==> src/rtl/gbuf_dma_engine.sv <==
`default_nettype none
// ============================================================================
// Module   : gbuf_dma_engine
// Purpose  : Moves a block of words between a global buffer and a pair of
//            valid/ready streams. dir=1 writes stream words into the buffer,
//            dir=0 reads buffer words out to the stream through a 2-entry
//            output FIFO that keeps one word per cycle flowing.
// Ports    : clk, rst                      - clock, sync active-high reset
//            cmd_valid/ready/dir/base/len  - command handshake
//            busy, done, err               - status (done/err are pulses)
//            mem_ce/we/addr/wdata/rdata    - buffer master, 1-cycle read
//            in_valid/ready/data           - write-direction stream
//            out_valid/ready/data          - read-direction stream
// Revision : 1.0 - initial release
// ============================================================================
module gbuf_dma_engine #(
    parameter int unsigned DATA_W = 16,
    parameter int unsigned DEPTH  = 1024
) (
    input  logic              clk,
    input  logic              rst,
    input  logic              cmd_valid,
    output logic              cmd_ready,
    input  logic              cmd_dir,
    input  logic [31:0]       cmd_base,
    input  logic [10:0]       cmd_len,
    output logic              busy,
    output logic              done,
    output logic              err,
    output logic              mem_ce,
    output logic              mem_we,
    output logic [31:0]       mem_addr,
    output logic [DATA_W-1:0] mem_wdata,
    input  logic [DATA_W-1:0] mem_rdata,
    input  logic              in_valid,
    output logic              in_ready,
    input  logic [DATA_W-1:0] in_data,
    output logic              out_valid,
    input  logic              out_ready,
    output logic [DATA_W-1:0] out_data
);

    localparam int unsigned c_AW = $clog2(DEPTH);

    typedef enum logic [2:0] {
        S_IDLE  = 3'd0,
        S_WRITE = 3'd1,
        S_READ  = 3'd2,
        S_DRAIN = 3'd3,
        S_DONE  = 3'd4
    } state_t;

    // The direction of an accepted command is held by the state itself
    // (WRITE vs READ), so no separate direction flop is kept.
    state_t            state_q, state_d;
    logic [c_AW-1:0]   base_q, base_d;
    logic [10:0]       len_q, len_d;
    logic [10:0]       idx_q, idx_d;
    logic              err_q, err_d;
    logic [DATA_W-1:0] fifo_q [2];
    logic [DATA_W-1:0] fifo_d [2];
    logic              rd_ptr_q, rd_ptr_d;
    logic              wr_ptr_q, wr_ptr_d;
    logic [1:0]        count_q, count_d;
    logic              inflight_q, inflight_d;

    logic [c_AW-1:0]   w_addr;
    logic              w_pop;
    logic              w_issue;
    logic              w_cmd_ok;
    logic              w_unused;

    assign w_unused  = ^cmd_base[31:c_AW];
    assign w_addr    = base_q + idx_q[c_AW-1:0];
    assign mem_addr  = {{(32-c_AW){1'b0}}, w_addr};
    assign mem_wdata = in_data;
    assign w_cmd_ok  = (cmd_len != 11'd0) && ({21'b0, cmd_len} <= DEPTH);

    // Read data arriving this cycle is treated as already in the FIFO, so
    // the head falls through from mem_rdata when nothing is stored. This
    // gives first data two cycles after accept and keeps 1 word/cycle.
    assign out_valid = (count_q != 2'd0) || inflight_q;
    assign out_data  = (count_q == 2'd0) ? mem_rdata : fifo_q[rd_ptr_q];
    assign w_pop     = out_valid && out_ready;

    always_comb begin
        state_d    = state_q;
        base_d     = base_q;
        len_d      = len_q;
        idx_d      = idx_q;
        err_d      = err_q;
        fifo_d     = fifo_q;
        rd_ptr_d   = rd_ptr_q;
        wr_ptr_d   = wr_ptr_q;
        cmd_ready  = 1'b0;
        busy       = (state_q != S_IDLE);
        done       = 1'b0;
        err        = 1'b0;
        in_ready   = 1'b0;
        mem_ce     = 1'b0;
        mem_we     = 1'b0;
        w_issue    = 1'b0;

        // Returning read data is always captured; pops advance the head.
        if (inflight_q) begin
            fifo_d[wr_ptr_q] = mem_rdata;
            wr_ptr_d         = ~wr_ptr_q;
        end
        if (w_pop) begin
            rd_ptr_d = ~rd_ptr_q;
        end
        count_d = count_q + {1'b0, inflight_q} - {1'b0, w_pop};

        case (state_q)
            S_IDLE: begin
                cmd_ready = 1'b1;
                if (cmd_valid) begin
                    base_d = cmd_base[c_AW-1:0];
                    len_d  = cmd_len;
                    idx_d  = 11'd0;
                    err_d  = !w_cmd_ok;
                    if (!w_cmd_ok) begin
                        state_d = S_DONE;
                    end else if (cmd_dir) begin
                        state_d = S_WRITE;
                    end else begin
                        state_d = S_READ;
                    end
                end
            end
            S_WRITE: begin
                in_ready = 1'b1;
                mem_ce   = in_valid;
                mem_we   = in_valid;
                if (in_valid) begin
                    idx_d = idx_q + 11'd1;
                    if (idx_q == (len_q - 11'd1)) begin
                        state_d = S_DONE;
                    end
                end
            end
            S_READ: begin
                // Stored + in-flight words, less this cycle's pop, must
                // leave room for one more in the 2-entry FIFO.
                if (({1'b0, count_q} + {2'b00, inflight_q}) <
                    (3'd2 + {2'b00, w_pop})) begin
                    w_issue = 1'b1;
                    mem_ce  = 1'b1;
                    idx_d   = idx_q + 11'd1;
                    if (idx_q == (len_q - 11'd1)) begin
                        state_d = S_DRAIN;
                    end
                end
            end
            S_DRAIN: begin
                if ((count_q == 2'd0) && !inflight_q) begin
                    state_d = S_DONE;
                end
            end
            S_DONE: begin
                done    = 1'b1;
                err     = err_q;
                state_d = S_IDLE;
            end
            default: begin
                state_d = S_IDLE;
            end
        endcase

        inflight_d = w_issue;
    end

    always_ff @(posedge clk) begin
        if (rst) begin
            state_q    <= S_IDLE;
            base_q     <= '0;
            len_q      <= '0;
            idx_q      <= '0;
            err_q      <= 1'b0;
            rd_ptr_q   <= 1'b0;
            wr_ptr_q   <= 1'b0;
            count_q    <= '0;
            inflight_q <= 1'b0;
        end else begin
            state_q    <= state_d;
            base_q     <= base_d;
            len_q      <= len_d;
            idx_q      <= idx_d;
            err_q      <= err_d;
            rd_ptr_q   <= rd_ptr_d;
            wr_ptr_q   <= wr_ptr_d;
            count_q    <= count_d;
            inflight_q <= inflight_d;
        end
    end

    // FIFO storage needs no reset: occupancy is tracked by count_q.
    always_ff @(posedge clk) begin
        fifo_q <= fifo_d;
    end

endmodule
`default_nettype wire

==> config.mk <==
export PLATFORM = sky130hd
export DESIGN_NAME = gbuf_dma_engine
export DESIGN_NICKNAME = d
export VERILOG_FILES = /design/src/rtl/gbuf_dma_engine.sv
export SDC_FILE = /design/constraint.sdc
export NUM_CORES = 1
export LEC_CHECK = 0
export ABC_AREA = 1
export BUFFER_PORTS_ARGS = -buffer_cell sky130_fd_sc_hd__buf_4
export CORE_MARGIN = 10
export CORE_UTILIZATION = 50
export DETAILED_ROUTE_END_ITERATION = 12
export GPL_TIMING_DRIVEN = 0
export PLACE_DENSITY = 0.86
export SLEW_MARGIN = 25
export SYNTH_ARGS = -nofsm -noshare
export SYNTH_HDL_FRONTEND = slang
export SYNTH_SLANG_ARGS = --single-unit
==> constraint.sdc <==
create_clock -name clk -period 2.8 [get_ports clk]
set_input_delay 0.56 -clock clk [delete_from_list [all_inputs] [get_ports clk]]
set_output_delay 0.56 -clock clk [all_outputs]
set_load 0.02 [all_outputs]
==> impl_metrics.py <==
metrics = {
    "critical_path": {
        "critPathCaptureType": "output pin",
        "worstSetupStartpointType": "flip-flop",
        "cpMostUsedCell": "nand2_1",
        "path_buf_inv": 2,
        "reg2reg_slack_ns": 0.88,
        "crit_family": "compound AO/OA/AOI/OAI gates",
        "arrival_ns": 2.28,
        "worst-path-max-fanout": 2,
        "required_ns": 2.24,
        "r2r_cells": 15,
        "reg2reg_from": "len_q[0]",
        "max_stage_delay_ns": 0.38,
        "crit_type": "reg -> out",
        "crit_path_top_delay_cell": "dfxtp_4",
        "worstPathCellList": "ha_4 > inv_2 > fa_2 > o21ai_2 > a21oi_1 > o21bai_1 > nand2_1 > nand2_1 > a21oi_2 > xnor2_1 > buf_4",
        "r2r-end": "state_q[0]",
    },
    "power": {
        "irDropWorstVdd_v": 0.0006211,
        "internal-power_uw": 2793,
        "finalPower_uw": 5107,
        "power_leakage_uw": 0.002564,
        "switching_power_uw": 2314,
        "combinationalPowerShare_pct": 54.0,
        "clock_power_share_pct": 17.9,
        "swShare_pct": 45.31,
        "power_frac_seq_pct": 28.1,
        "powerDensity_nw_per_um2": 932.3,
    },
    "global_route": {
        "grt_max_degree": 18,
        "grt_overflow": 0,
        "grt_use_total_pct": 17.31,
        "grt_pass1_vias": 4049,
        "grt_pass1_wl_microns": 18600,
        "antenna_found_initial": 0,
    },
    "clock_tree": {
        "clk_path_buf_depth": 2,
        "root_buffer": "clkbuf_8",
        "path_clk_slew_ns": 0.08,
        "numCtsBuffers": 9,
        "clock_latency_ns": 0.35,
        "cts_tree": "yes",
        "h-tree-depth": 3,
        "cts.sinks": 73,
    },
    "floorplan": {
        "rows": 33,
        "die_h_microns": 112.5,
        "die_area_sq_um": 12650,
        "core_sq_um": 8258,
        "die_w_microns": 112.5,
        "io_pins": 153,
        "start_util_pct": 51.76,
    },
    "timing": {
        "worstMarginPinSlew_ns": 0.7942,
        "finClkSkew_ns": 0.007703,
        "period_needed_ns": 2.838,
        "rsz0062_at_grt": "yes",
        "fin_crit_sh_pct": 101.4,
        "setup_tns_ns": -0.03847,
        "fin_worst_hold_slack_ns": 0.4004,
        "fin_ws_ns": -0.03847,
        "max_freq_mhz": 352.3,
        "relSlewSlack_pct": 47.00,
        "hold_viol": 0,
        "setup_viol_count_final": 1,
        "finalMaxSlewViolations": 0,
    },
    "run_status": {
        "status": "finished with violations",
        "violations": "negative setup slack",
    },
    "placed_design": {
        "io_buffers": 91,
        "gp_congestion": 0.8962,
        "hpwl_microns": 8895,
        "post-place-ws_ns": -0.08746,
        "placed_cell_area_sq_um": 5170,
    },
    "yosys": {
        "avgSynthCellArea_sq_um": 7.828,
        "synth_edf_count": 32,
        "synthArstFlopShare_pct": 0,
        "ys.warnings.count": 0,
        "synth_flop_cell": "dfxtp_1",
        "syn-cell-area_sq_um": 4274,
        "yosysUniqueCellTypes": 37,
        "yosysSeqAreaShare_pct": 41.69,
        "syn_inst": 546,
        "synth_seq_cells": 73,
    },
    "finish": {
        "syn_to_final_growth_pct": 28.16,
        "final_common_cell": "buf_4",
        "layout-drive-gt1-share_pct": 27.90,
        "fin_nets": 773,
        "final_cell_mix": "136 x buf_4, 110 x nand2_1, 71 x a21oi_1",
        "postLayoutCellArea_sq_um": 5478,
        "insertedDiodeCount": 0,
    },
    "route": {
        "drt_iter0_markers": 269,
        "drcViolationCount": 0,
        "dr.pass1.iters": 5,
        "num_vias": 4010,
        "post_drt_wl_per_cell_microns": 14.61,
        "routed_wl_microns": 11490,
        "viasPerCell": 5.102,
        "ant_nets": 0,
    },
    "worst_hold_path": {
        "hp-class": "in -> reg",
        "holdCritStartpoint": "mem_rdata[15]",
        "min_to": "fifo_q[31]",
        "holdPathStages": 1,
    },
    "job": {
        "drv_cap": 0,
    },
}
-- state kept, by name (all words and copies together), names as in the netlist --
signal / count
idx_q: 11
err_q: 1
fifo_q: 32
rd_ptr_q: 1
wr_ptr_q: 1
inflight_q: 1
base_q: 10
count_q: 2
state_q: 3
len_q: 11
-- repair_timing --
action / 4_1_cts / 5_1_grt
endpoints found under the setup margin: 2 / 3
hold buffers: 0 / 0
buffers inserted: 6 / 1
pin swaps: 7 / 8
resized for setup: 12 / 4
-- metal layers --
| layer | wire length [microns] | vias to the layer above | track usage (%) |
|---|---|---|---|
| li1 | - | 2006 | - |
| met5 | 0 | - | 0 |
| met1 | 4571 | 1822 | 19.37 |
| met2 | 5666 | 163 | 30.36 |
| met4 | 238 | 0 | 5.922 |
| met3 | 1010 | 19 | 5.378 |
-- power by group through the flow --
stage          clock (uW)  combinational (uW)  sequential (uW)
2_1_floorplan           0                1880             1410
3_3_place_gp            0                2630             1440
4_1_cts               920                2750             1430
3_5_place_dp            0                2710             1450
5_1_grt               973                3070             1460
6_report              914                2760             1440
-- synthesized netlist by cell type, types with 2 or more instances --
master	n	area share, %
nand2_1	110	9.7
a21oi_1	72	8.4
nor2_1	53	4.7
inv_1	44	3.9
dfxtp_1	41	19
buf_4	38	6.7
nand3_1	35	4.1
edfxtp_1	32	22
o21ai_0	17	2.0
ha_1	15	4.4
xor2_1	14	2.9
clkbuf_1	13	1.1
nand4_1	8	1.2
nor3_1	8	0.94
nor2_2	5	0.73
xnor2_1	5	1.0
nand3b_1	4	0.70
inv_2	3	0.26
nand2_2	3	0.44
nand2_4	3	0.79
nor2_4	3	0.79
buf_2	2	0.23
o21ai_2	2	0.41
o22ai_1	2	0.29
or2_2	2	0.29
-- worst max path at each step --
stage               startpoint          end  slack (ns)  cells after the start
floorplan             idx_q[0]  mem_addr[8]        0.11                     10
global placement      idx_q[0]  mem_addr[8]       -0.04                     11
detailed placement    idx_q[0]  mem_addr[8]       -0.09                     11
CTS                   idx_q[0]  mem_addr[8]       -0.01                     11
global route          idx_q[0]  mem_addr[8]        -0.1                     11
finish                idx_q[0]  mem_addr[8]       -0.04                     11
-- layout make-up --
class | count | area, sq um
buffer | 55 | 360.3
tap | 105 | 131.4
clock buffer | 10 | 127.6
clock inverter | 6 | 90.09
timing repair buffer | 98 | 735.7
fill | 670 | 2780
inverter | 48 | 180.2
sequential | 73 | 1792
multi-input combinational | 391 | 2061
-- cell families after synthesis --
family                     after synthesis  synth area share [%]
other                                    1               0.08774
xor gates and xnor gates                19                 3.893
AOI/OAI and AO/OA                       97                 11.97
and+or+nand+nor                        237                 24.85
DFF                                     73                 41.69
buffers and inverters                  103                 12.65
adders and majority gates               16                 4.860
-- stage by stage --
step           util [%]  instances
2_1_floorplan         -        567
3_3_place_gp      62.58        763
3_5_place_dp      62.61        763
4_1_cts           66.17        785
5_1_grt           66.33        786
6_report          66.33        786
Power figures use the tool's default switching activity.
